<file path="src/rtl/uart_frame_pkg.sv">
// Shared types and constants for the UART frame sequencer: state encoding, sync default,
// checksum width and the bit positions of the error pulse vector.
package uart_frame_pkg;

    typedef enum logic [2:0] {
        IDLE,
        LEN,
        PAYLOAD,
        CHK,
        HOLD
    } state_t;

    localparam logic [7:0] SYNC_BYTE_DEF = 8'hA5;
    localparam int         CHK_W         = 8;

    localparam int ERR_PARITY  = 0;
    localparam int ERR_LEN     = 1;
    localparam int ERR_CHK     = 2;
    localparam int ERR_TIMEOUT = 3;
    localparam int ERR_OVERRUN = 4;
    localparam int ERR_NUM     = 5;

    // Frame is good when the running sum plus the trailing checksum byte wraps to zero.
    function automatic logic chk_ok(input logic [CHK_W-1:0] sum, input logic [7:0] data);
        logic [CHK_W-1:0] total;
        total = sum + data;
        return total == '0;
    endfunction

endpackage

</file>
<file path="src/rtl/uart_frame_timer.sv">
// Inter-byte timeout counter: expire is combinational, one clk before the count reaches TIMEOUT_CYC-1.
// No backpressure; clr (a byte arrived) always wins over expiry.
module uart_frame_timer #(
    parameter logic [15:0] TIMEOUT_CYC = 16'd20000
) (
    input  logic clk,
    input  logic rst_n,
    input  logic clr,
    input  logic en,
    output logic expire
);

    logic [15:0] cnt;

    always_ff @(posedge clk or negedge rst_n) begin
        if (!rst_n) begin
            cnt <= '0;
        end else if (!en || clr) begin
            cnt <= '0;
        end else if (cnt != TIMEOUT_CYC - 16'd1) begin
            cnt <= cnt + 16'd1;
        end
    end

    // Fires on the edge where the count steps onto TIMEOUT_CYC-1, so the registered error lines up with it.
    assign expire = en && !clr && (cnt == TIMEOUT_CYC - 16'd2);

endmodule

</file>
<file path="src/rtl/uart_rx_frame_ctrl.sv">
// Sync/length/checksum frame assembler behind the UART byte receiver; frame_valid rises 1 clk after the CHK strobe.
// Frame held until frame_valid&frame_ready; bytes arriving while held are dropped with err_overrun. Option: UART_FRAME_STATS_EN.
module uart_rx_frame_ctrl
    import uart_frame_pkg::*;
#(
    parameter logic [7:0]  SYNC_BYTE   = SYNC_BYTE_DEF,
    parameter int          MAX_LEN     = 4,
    parameter logic [15:0] TIMEOUT_CYC = 16'd20000
) (
    input  logic                 clk,
    input  logic                 rst_n,
    input  logic                 rx_valid,
    input  logic [7:0]           rx_data,
    input  logic                 rx_perr,
    input  logic                 frame_ready,
    output logic                 frame_valid,
    output logic [2:0]           frame_len,
    output logic [8*MAX_LEN-1:0] frame_data,
    output logic                 err_parity,
    output logic                 err_len,
    output logic                 err_chk,
    output logic                 err_timeout,
    output logic                 err_overrun
`ifdef UART_FRAME_STATS_EN
    ,
    output logic [7:0]           good_cnt,
    output logic [7:0]           bad_cnt
`endif
);

    state_t             state;
    logic [CHK_W-1:0]   sum;
    logic [2:0]         len_q;
    logic [2:0]         idx;
    logic [ERR_NUM-1:0] err_q;
    logic               active;
    logic               sync_hit;
    logic               expire;

    assign active   = (state == LEN) || (state == PAYLOAD) || (state == CHK);
    assign sync_hit = rx_valid && !rx_perr && (rx_data == SYNC_BYTE);

    uart_frame_timer #(
        .TIMEOUT_CYC (TIMEOUT_CYC)
    ) u_timer (
        .clk    (clk),
        .rst_n  (rst_n),
        .clr    (rx_valid),
        .en     (active),
        .expire (expire)
    );

    always_ff @(posedge clk or negedge rst_n) begin
        if (!rst_n) begin
            state       <= IDLE;
            sum         <= '0;
            len_q       <= '0;
            idx         <= '0;
            err_q       <= '0;
            frame_valid <= 1'b0;
            frame_len   <= '0;
            frame_data  <= '0;
        end else begin
            err_q <= '0;
            case (state)
                IDLE: begin
                    if (sync_hit) begin
                        state <= LEN;
                    end
                end

                LEN: begin
                    if (rx_valid) begin
                        if (rx_perr) begin
                            err_q[ERR_PARITY] <= 1'b1;
                            state             <= IDLE;
                        end else if (rx_data == 8'd0 || rx_data > 8'(MAX_LEN)) begin
                            err_q[ERR_LEN] <= 1'b1;
                            state          <= IDLE;
                        end else begin
                            len_q      <= rx_data[2:0];
                            sum        <= rx_data;
                            idx        <= '0;
                            frame_data <= '0;
                            state      <= PAYLOAD;
                        end
                    end else if (expire) begin
                        err_q[ERR_TIMEOUT] <= 1'b1;
                        state              <= IDLE;
                    end
                end

                PAYLOAD: begin
                    if (rx_valid) begin
                        if (rx_perr) begin
                            err_q[ERR_PARITY] <= 1'b1;
                            state             <= IDLE;
                        end else begin
                            for (int i = 0; i < MAX_LEN; i++) begin
                                if (idx == 3'(i)) begin
                                    frame_data[i*8 +: 8] <= rx_data;
                                end
                            end
                            sum <= sum + rx_data;
                            idx <= idx + 3'd1;
                            if (idx == len_q - 3'd1) begin
                                state <= CHK;
                            end
                        end
                    end else if (expire) begin
                        err_q[ERR_TIMEOUT] <= 1'b1;
                        state              <= IDLE;
                    end
                end

                CHK: begin
                    if (rx_valid) begin
                        if (rx_perr) begin
                            err_q[ERR_PARITY] <= 1'b1;
                            state             <= IDLE;
                        end else if (chk_ok(sum, rx_data)) begin
                            frame_valid <= 1'b1;
                            frame_len   <= len_q;
                            state       <= HOLD;
                        end else begin
                            err_q[ERR_CHK] <= 1'b1;
                            state          <= IDLE;
                        end
                    end else if (expire) begin
                        err_q[ERR_TIMEOUT] <= 1'b1;
                        state              <= IDLE;
                    end
                end

                HOLD: begin
                    // A byte landing on the handshake cycle is treated as the first IDLE byte.
                    if (frame_ready) begin
                        frame_valid <= 1'b0;
                        state       <= sync_hit ? LEN : IDLE;
                    end else if (rx_valid) begin
                        err_q[ERR_OVERRUN] <= 1'b1;
                    end
                end

                default: begin
                    state <= IDLE;
                end
            endcase
        end
    end

    assign err_parity  = err_q[ERR_PARITY];
    assign err_len     = err_q[ERR_LEN];
    assign err_chk     = err_q[ERR_CHK];
    assign err_timeout = err_q[ERR_TIMEOUT];
    assign err_overrun = err_q[ERR_OVERRUN];

`ifdef UART_FRAME_STATS_EN
    always_ff @(posedge clk or negedge rst_n) begin
        if (!rst_n) begin
            good_cnt <= '0;
            bad_cnt  <= '0;
        end else begin
            if (frame_valid && frame_ready && good_cnt != 8'hFF) begin
                good_cnt <= good_cnt + 8'd1;
            end
            if ((|err_q) && bad_cnt != 8'hFF) begin
                bad_cnt <= bad_cnt + 8'd1;
            end
        end
    end
`endif

endmodule

</file>
<file path="config.mk">
export PLATFORM = sky130hd
export DESIGN_NAME = uart_rx_frame_ctrl
export DESIGN_NICKNAME = d
export VERILOG_FILES = /design/src/rtl/uart_frame_pkg.sv /design/src/rtl/uart_frame_timer.sv /design/src/rtl/uart_rx_frame_ctrl.sv
export SDC_FILE = /design/constraint.sdc
export NUM_CORES = 1
export LEC_CHECK = 0
export ABC_AREA = 1
export CAP_MARGIN = 20
export CORE_ASPECT_RATIO = 1.75
export CORE_MARGIN = 3
export CORE_UTILIZATION = 60
export CTS_BUF_LIST = sky130_fd_sc_hd__clkbuf_8
export DETAILED_ROUTE_END_ITERATION = 10
export GPL_ROUTABILITY_DRIVEN = 0
export PLACE_DENSITY = 0.86
export SETUP_SLACK_MARGIN = 0.5
export SYNTH_ARGS = -nofsm -noshare
export SYNTH_HDL_FRONTEND = slang
export SYNTH_HIERARCHICAL = 1
export SYNTH_SLANG_ARGS = --single-unit
</file>
<file path="constraint.sdc">
create_clock -name clk -period 3.6 [get_ports clk]
set_input_delay 0.72 -clock clk [delete_from_list [all_inputs] [get_ports clk]]
set_output_delay 0.72 -clock clk [all_outputs]
set_load 0.02 [all_outputs]
</file>
==> results_dict.tcl <==
set metrics [dict create \
    clock_latency_ps 360 \
    layout_common_cells "nand2_1 (180), dfrtp_1 (74), inv_1 (64), nor2_1 (59), clkdlybuf4s50_1 (52)" \
    p_clk_share_pct 36.3 \
    grt_max_degree 75 \
    synth_area_leader_cell "dfrtp_1" \
    die_x_um 68.5 \
    cts_num_sinks 74 \
    final_util_pct 74.0 \
    rows 39 \
    synth-seq-area-share_pct 45.2 \
    cp-start-kind "input port" \
    grt_pass1_wl_mm 16.6 \
    gr-usage-met3_pct 5.08 \
    fin_crit_sh_pct 76.3 \
    r2r_start "state[2]" \
    setup_violations 0 \
    use_met1_pct 30.0 \
    max_cap_viol_count 0 \
    synth.avg_cell_area_um2 7.69 \
    yosys.area.top_type_share_pct 45.2 \
    io_pins 54 \
    grtUsageMet2_pct 48.3 \
    nFillCells 498 \
    fin_total_pwr_uw 1790 \
    placedInstanceArea_um2 4680 \
    combPwrFrac_pct 14.8 \
    crit_fanout 5 \
    grt-busiest-layer "met2" \
    vias 3717 \
    numCtsBuffers 9 \
    skew_ps 11.7 \
    grt_pass1_vias 3680 \
    tns_ps 0 \
    finish.instance_area_um2 4880 \
    start_util_pct 62.2 \
    cts-resized-gates 0 \
    areaGrowthSynthToFinish_pct 19.0 \
    syn-num-nets 562 \
    ant_nets 0 \
    dieArea_um2 7900 \
    power_switching_uw 492 \
    multiInputGateArea_um2 1940 \
    mostFrequentLayoutCell "nand2_1" \
    synth_warnings 6 \
    hold_path.class "flip-flop to flip-flop" \
    clk_pin_slew_ps 70 \
    drc_errors 0 \
    endpoint_kind "flip-flop" \
    final.min_clock_period_ps 2750 \
    reg2reg_depth 10 \
    hold_buffers 0 \
    antenna_found_initial 0 \
    nNetsFinal 622 \
    hpwlAfterDp_mm 7.25 \
    yosysUniqueCellTypes 34 \
    htree_num_levels 3 \
    rsz0062_at_grt "no" \
    r2r-end "frame_data[31]" \
    cts-root-buf "clkbuf_8" \
    p_int_uw 1300 \
    synthTopCellsByArea "dfrtp_1 (45%), nand2_1 (16%), inv_1 (5.6%), nor2_1 (5.4%), ha_1 (4.6%)" \
    finalWirelength_mm 9.87 \
    slew_violations 0 \
    peakVddDrop_uv 319 \
    power_switching_share_pct 27.5 \
    drtIter0Drc 219 \
    min-delay-start "frame_data[28]" \
    vias_per_cell 5.47 \
    clock_path_buffers 2 \
    slew_headroom_pct 37.5 \
    p_leak_uw 0.00257 \
    criticalPathCategory "input port to flip-flop" \
    cts_setup_buffers 0 \
    antenna_cells 0 \
    overflow 0 \
    clock.fmax_mhz 364 \
    drive_gt1_share_pct 7.69 \
    seqCellArea_um2 1850 \
    finalHoldViolations 0 \
    hold_depth 2 \
    worstPathArrival_ps 3050 \
    hold_end "frame_data[28]" \
    worst_pin_slew_ps 937 \
    wl_per_cell_um 14.5 \
    drt-pass1-iter-count 5 \
    cts_tree "done" \
    worst_ep_required_time_ps 3900 \
    die_h_um 115 \
    outcome "finished, final reports clean" \
    grtUsageTotal_pct 28.0 \
    pwr_density_cell_nw_per_um2 367 \
    ys_seq_elements 74 \
    syn_inst 533 \
    io_buffers 53 \
    pwr-share-seq_pct 49.0 \
    r2r_slack_ps 1360 \
    syn_area_um2 4100 \
    coreArea_um2 6590 \
]
metrics by stage:
step                instances  hold WS (ps)  setup slack (ps)
CTS                       680           480               907
finish                    680           478               852
global route              680           498               596
detailed placement        664           463               525
floorplan                 533           424              1390
global placement          664           455               645
worst max-delay path: stages:
cell and delay (ps):
clkdlybuf4s50_1 570, ha_1 230, inv_1 70, fa_1 400
inv_1 70, nand2_1 40, nand2_1 100, nand3_1 130
nand2_1 110, nand2_1 60, nand2_1 90, nand2_1 60
nor2_1 220, nand3_1 110, nand2_1 70
worst max path at each step:
stage	to	from	slack (ps)	cells after the start
floorplan	frame_len[0]	rx_data[0]	1390	14
global placement	frame_len[2]	rx_data[0]	650	15
detailed placement	frame_len[0]	rx_data[0]	530	15
CTS	frame_len[0]	rx_data[0]	910	15
global route	frame_len[1]	rx_data[0]	600	15
finish	frame_len[0]	rx_data[0]	850	15
state kept, by name (all words and copies together), names as in the netlist:
signal,count
frame_data,32
u_timer/cnt,16
sum,8
err_q,5
frame_len,3
idx,3
len_q,3
state,3
frame_valid,1
kinds of logic (layout without fill, tap and decap cells):
kind of cell	after synthesis	in the layout	share of synthesized area, %
DFF	74	74	45.2
buffers and inverters	72	137	7.60
AOI/OAI and AO/OA	58	58	8.33
and+or+nand+nor	307	307	32.5
xor gates and xnor gates	6	6	1.28
adders and majority gates	16	16	5.07
metal layers:
layer	part of all wire [%]	routed length (um)
met5	0	0
met4	4.1	401
met3	3.2	313
met2	56	5520
met1	37	3640
synth_stat cells, drive strengths merged:
cell / number
o21ai: 35
nor2: 71
xor2: 3
buf: 5
or2: 3
inv: 65
a21oi: 10
a31oi: 2
dfrtp: 74
fa: 1
nor3b: 2
o211ai: 2
o22ai: 1
clkbuf: 1
o31ai: 6
xnor2: 3
ha: 15
nand4: 10
nand2: 182
nand3: 36
clkinv: 1
o21bai: 2
nor3: 3
power by group through the flow:
stage | clock network, uW | registers [uW] | logic (uW)
after floorplan | 0 | 887 | 184
after global placement | 0 | 890 | 251
after detailed placement | 0 | 892 | 262
after CTS | 662 | 876 | 264
after global routing | 693 | 878 | 304
final | 649 | 877 | 264
cell type report:
cell class | count | area share [%]
clock inverters | 5 | 0.949
flip-flops and latches | 74 | 38.0
multi-input cells | 387 | 39.7
repair buffers | 55 | 11.1
well taps | 82 | 2.10
inverters | 66 | 5.08
clock buffers | 11 | 3.10
Note: power is estimated with default switching activity, not from simulation.
==> variant 1, RTL diff (same flow settings) <==
`ERR_NUM`: 5 -> 6.
--- a/src/rtl/uart_frame_pkg.sv
+++ b/src/rtl/uart_frame_pkg.sv
@@ -20,3 +20,3 @@
     localparam int ERR_OVERRUN = 4;
-    localparam int ERR_NUM     = 5;
+    localparam int ERR_NUM     = 6;
 
Behaviour: unchanged (Yosys induction, for registers that start in step).
==> variant 1 against the unedited design <==
Via count decreased by 0.56%; wire length decreased by 2.8%; sequential cell count unchanged; cell count decreased by 0.29%; largest power group unchanged; count of clock-buffer cells in the layout decreased by 1; area after synthesis decreased by 0.55%; total power decreased by 6.5%; combinational power about the same; worst setup slack improved by 0.0089 ns; non-clock buffer count unchanged; synthesized cell count unchanged; design area decreased by 0.62%.
==> variant 1: results (changes against the unedited design) <==
| Metric | Value |
|---|---|
| Status | finished clean (unchanged) |
| Area after DPL | 0.00469 sq mm (was 0.00468 sq mm) |
| Slowest cell on the critical path | clkdlybuf4s50_1 (unchanged) |
| Drt wl/cell | 14.2 microns (was 14.5 microns) |
| Ys flop type | dfrtp_1 (unchanged) |
| Hold crit path type | input port to asynchronous set/reset pin (was flop to flop) |
| Pre-CTS WS | 0.520 ns (was 0.525 ns) |
| Post-synthesis mux area share | 0% (unchanged) |
| Post-Synth XOR/XNOR Area | 1.29% (was 1.28%) |
| Initial DRC Count | 195 (was 219) |
| Net Count, Synth | 562 (unchanged) |
| Ys async rst share | 100% (unchanged) |
| Critical path capture point type | flop (unchanged) |
| Layout cells sized above 1 | 7.72% (was 7.69%) |
| Post-CTS setup buffer count | 0 (unchanged) |
| Worst Skew | 0.00867 ns (was 0.0117 ns) |
| Top post-synthesis cells by area | dfrtp_1, nand2_1, inv_1 (unchanged) |
| Peak VDD IR | 0.274 mV (was 0.319 mV) |
| Commonest cells in the netlist | nand2_1, dfrtp_1, inv_1, nor2_1, nand3_1 (unchanged) |
| Critical path arrival | 3.03 ns (was 3.05 ns) |
| Adder-Cell Fraction of Synth Area | 5.10% (was 5.07%) |
| Cell variety after synth | 33 (was 34) |
| Crit path max fanout | 5 (unchanged) |
| DP HPWL | 7.39 mm (was 7.25 mm) |
| Pin count of the biggest net entering global routing | 39 (was 75) |
| Global-route wire length before repair | 16.8 mm (was 16.6 mm) |
| H-tree Lvls | 3 (unchanged) |
| CTS Buf Count | 9 (unchanged) |
| Syn. warnings | 6 (unchanged) |
| Largest regs | frame_data: 32 flops, u_timer/cnt: 16 flops, sum: 8 flops (unchanged) |
| Vias in the first global route | 3765 (was 3680) |
| Longest Clk Path Bufs | 2 (unchanged) |
| Leakage Power | 2.56 nW (was 2.57 nW) |
| Port buffer count | 53 (unchanged) |
| Sequential fraction of the synthesis area | 45.4% (was 45.2%) |
| Post-CTS Resized | 0 (unchanged) |
| Vias | 3696 (was 3717) |
| CP top delay family | simple AND/OR/NAND/NOR gates (unchanged) |
| Antenna violations before repair | 0 (unchanged) |
| All-Layer GR Usage | 28.2% (was 28.0%) |
| CP max stage delay | 0.57 ns (about the same) |
| Clk_lat worst skew | around 0.35 ns |
| Clk pin slew, worst setup/hold paths | 0.07 ns (about the same) |
| Diode count | 0 (unchanged) |
| DR pass1 iterations | 4 (was 5) |
| Pint | 1.20 mW (was 1.30 mW) |
| Compound-Gate Fraction of Synth Area | 8.38% (was 8.33%) |
| Worst-Margin Slew | 0.836 ns (was 0.937 ns) |
| Layout Nets | 622 (unchanged) |
| CTS root buffer | clkbuf_8 (unchanged) |
-- variant 1: cell types whose count changed after synthesis --
cell and delta:
nor2_2 +5, nand2_2 -1, nor2_4 -1, nand2_1 +1
buf_2 +4, nor2_1 -4, buf_6 -4
-- variant 1: kinds of logic (layout without fill, tap and decap cells) --
group | after synthesis | in the layout
flip-flops | 74 | 74
AND/OR/NAND/NOR | 307 | 307
AO/OA/AOI/OAI | 58 | 58
adder cells (fa/ha/maj) | 16 | 16
buffers and inverters | 72 | 135
XOR/XNOR | 6 | 6
-- variant 1: worst paths after layout --
kind,from,end,slack (ns),depth (start not counted)
max in group asynchronous,rst_n,frame_len[1],2.45,2
min in group clk,frame_data[24],frame_data[24],0.47,2
worst min register to register,frame_data[24],frame_data[24],0.47,2
worst max-delay path,rx_data[0],frame_len[2],0.86,15
worst min-delay path,rst_n,frame_data[25],0.47,1
worst max register to register,state[1],frame_data[31],1.35,11
-- variant 1: area by class of cell --
type                       instances  area, sq um
fill                             526         1690
sequential                        74         1850
tap                               82          103
timing repair buffer              55          553
clock buffer                      10          138
inverter                          66          248
clock inverter                     4         15.0
multi-input combinational        387         1940
-- variant 1: stage by stage --
step / cells / hold slack, ns
after global routing: 678 / 0.490
after floorplan: 533 / 0.424
after CTS: 678 / 0.475
final: 678 / 0.466
after detailed placement: 664 / 0.461
after global placement: 664 / 0.457
-- variant 1: per-layer routing --
layer | vias up | wire length [microns] | track usage [%]
met5 | - | 0 | 0
met4 | 0 | 409 | 14.1
met3 | 31 | 404 | 5.96
met2 | 104 | 5330 | 49.4
met1 | 1746 | 3460 | 31.1
li1 | 1815 | - | -
-- variant 1: power by group through the flow --
stage | logic, mW | registers, mW | clock network [mW]
after floorplan | 0.182 | 0.887 | 0
after global placement | 0.253 | 0.890 | 0
after detailed placement | 0.265 | 0.891 | 0
after CTS | 0.266 | 0.875 | 0.546
after global routing | 0.304 | 0.878 | 0.581
final | 0.264 | 0.877 | 0.533
==> variant 2, RTL diff (same settings) <==
Without the edit above. Register the outputs `err_parity`, `err_len`, `err_chk`, `err_timeout` and `err_overrun`, cleared by the reset; this adds one clock of latency there. The other outputs are not delayed to match.
--- a/src/rtl/uart_rx_frame_ctrl.sv
+++ b/src/rtl/uart_rx_frame_ctrl.sv
@@ -151,7 +151,17 @@
 
-    assign err_parity  = err_q[ERR_PARITY];
-    assign err_len     = err_q[ERR_LEN];
-    assign err_chk     = err_q[ERR_CHK];
-    assign err_timeout = err_q[ERR_TIMEOUT];
-    assign err_overrun = err_q[ERR_OVERRUN];
+    always_ff @(posedge clk or negedge rst_n) begin
+        if (!rst_n) begin
+            err_parity  <= '0;
+            err_len     <= '0;
+            err_chk     <= '0;
+            err_timeout <= '0;
+            err_overrun <= '0;
+        end else begin
+            err_parity  <= err_q[ERR_PARITY];
+            err_len     <= err_q[ERR_LEN];
+            err_chk     <= err_q[ERR_CHK];
+            err_timeout <= err_q[ERR_TIMEOUT];
+            err_overrun <= err_q[ERR_OVERRUN];
+        end
+    end
 
Check against the original RTL: not equivalent (a bounded check fails within 4 cycles, from zero or initial values and one cycle with rst_n low).
==> variant 2 against the unedited design <==
Wire length increased by 1.9%; largest power group unchanged; register-to-register slack got worse by 0.06 ns; critical path type unchanged; total power increased by 0.67%; largest cell class unchanged; worst setup slack got worse by 0.092 ns; design area up 3.4%; maximum frequency shrank 3.2%; critical path depth is 1 lower; sequential cell count increased by 5; area after synthesis increased by 4.3%; count of clock-buffer cells in the layout shrank 1; hold slack worse by 0.13 ns; critical endpoint unchanged.
==> variant 2: results (changes against the unedited design) <==
| Metric | Value |
|---|---|
| Initial DRC Count | 293 (was 219) |
| Antenna violations before repair | 0 (unchanged) |
| Critical path arrival | 3.08 ns (was 3.05 ns) |
| Routing usage on met3 | 4.79% (was 5.08%) |
| Clk_lat worst skew | 0.36 ns (about the same) |
| Sequential fraction of the synthesis area | 46.3% (was 45.2%) |
| CTS root buffer | clkbuf_8 (unchanged) |
| Port buffer count | 53 (unchanged) |
| DR pass1 iterations | 5 (unchanged) |
| Layout cells sized above 1 | 7.53% (was 7.69%) |
| Met1 GRT Util | 27.9% (was 30.0%) |
| Hold crit path type | flop to flop (unchanged) |
| Layout Nets | 622 (unchanged) |
| M2 GR Usage | 46.2% (was 48.3%) |
| Pin count of the biggest net entering global routing | 80 (was 75) |
| Diode count | 0 (unchanged) |
| Largest regs | frame_data: 32 flops, u_timer/cnt: 16 flops, sum: 8 flops (unchanged) |
| Clk pin slew, worst setup/hold paths | 0.07 ns (about the same) |
| Slowest cell on the critical path | clkdlybuf4s50_1 (unchanged) |
| Commonest cells in the netlist | nand2_1, dfrtp_1, inv_1, nor2_1, nand3_1 (unchanged) |
| Cell variety after synth | 40 (was 34) |
| Slew headroom | 33.7% (was 37.5%) |
| Syn. warnings | 6 (unchanged) |
| CP top delay family | simple AND/OR/NAND/NOR gates (unchanged) |
| Leakage Power | 2.63 nW (was 2.57 nW) |
| Ys async rst share | 100% (unchanged) |
| DP HPWL | 7.33 mm (was 7.25 mm) |
| Post-CTS Resized | 0 (unchanged) |
| Drt wl/cell | 14.7 microns (was 14.5 microns) |
| Top post-synthesis cells by area | dfrtp_1, nand2_1, inv_1 (unchanged) |
| All-Layer GR Usage | 25.7% (was 28.0%) |
| Worst Skew | 0.0125 ns (was 0.0117 ns) |
| CP max stage delay | 0.57 ns (about the same) |
| Post-CTS setup buffer count | 0 (unchanged) |
| CTS Buf Count | 9 (unchanged) |
| Longest Clk Path Bufs | 2 (unchanged) |
| Ys flop type | dfrtp_1 (unchanged) |
| Crit path max fanout | 5 (unchanged) |
| Peak VDD IR | 0.272 mV (was 0.319 mV) |
| Global-route wire length before repair | 16.9 mm (was 16.6 mm) |
| Vias in the first global route | 3733 (was 3680) |
| Net Count, Synth | 563 (was 562) |
| Status | finished clean (unchanged) |
| Vias | 3767 (was 3717) |
| H-tree Lvls | 3 (unchanged) |
| Pre-CTS WS | 0.558 ns (was 0.525 ns) |
variant 2: cell types whose count changed in the layout (fill, tap and decap cells not counted), moves of 2 or more:
cell and change:
nor2_2 -3, nand2_1 +2, nand4_1 -2, inv_2 -2
nand3_1 -4, o21ai_1 +12, dfrtp_1 +5, clkinv_2 +2
o21ai_0 -14
variant 2: cell type report:
| class | instances | area, sq um |
|---|---|---|
| flip-flops and latches | 79 | 1980 |
| well taps | 84 | 105 |
| clock buffers | 10 | 138 |
| clock inverters | 6 | 52.6 |
| multi-input cells | 385 | 1990 |
| inverters | 64 | 243 |
| fillers | 534 | 1870 |
| repair buffers | 54 | 536 |
variant 2: logic make-up (layout without fill, tap and decap cells):
group | after synthesis | count (layout) | synth area share, %
xor+xnor | 6 | 6 | 1.23
compound gates | 60 | 60 | 8.87
flops | 79 | 79 | 46.3
buf+inv | 70 | 134 | 7.17
fa+ha+maj | 16 | 16 | 4.86
simple gates | 303 | 303 | 31.6
variant 2: power breakdown:
part	switching, mW	internal (mW)
Combinational	0.152	0.0789
Clock	0.316	0.331
Sequential	0.0169	0.907
variant 2: path summary, 6_finish.rpt:
check,from,to,slack [ns],depth (start not counted)
min reg2reg,err_q[0],err_parity,0.35,0
min,err_q[0],err_parity,0.35,0
max reg2reg,state[2],sum[2],1.30,7
max,rx_data[0],frame_len[0],0.76,14
max in group asynchronous,rst_n,u_timer/cnt[3],2.43,1
min in group asynchronous,rst_n,frame_data[26],0.51,1
variant 2: metrics by stage:
step | total power, mW | hold WS (ns) | utilization (%) | cells | area [sq um]
global route | 1.88 | 0.361 | 73.0 | 682 | 5040
finish | 1.80 | 0.349 | 73.0 | 682 | 5040
detailed placement | 1.17 | 0.336 | 70.2 | 666 | 4850
global placement | 1.15 | 0.336 | 70.2 | 666 | 4850
floorplan | 1.09 | 0.331 | - | 534 | 4270
CTS | 1.81 | 0.353 | 73.0 | 682 | 5040
variant 2: layer usage:
metal	up-vias	share of wire [%]
met1	1801	37
met5	-	0
met3	27	4.9
met4	0	3.0
met2	122	55
li1	1817	-
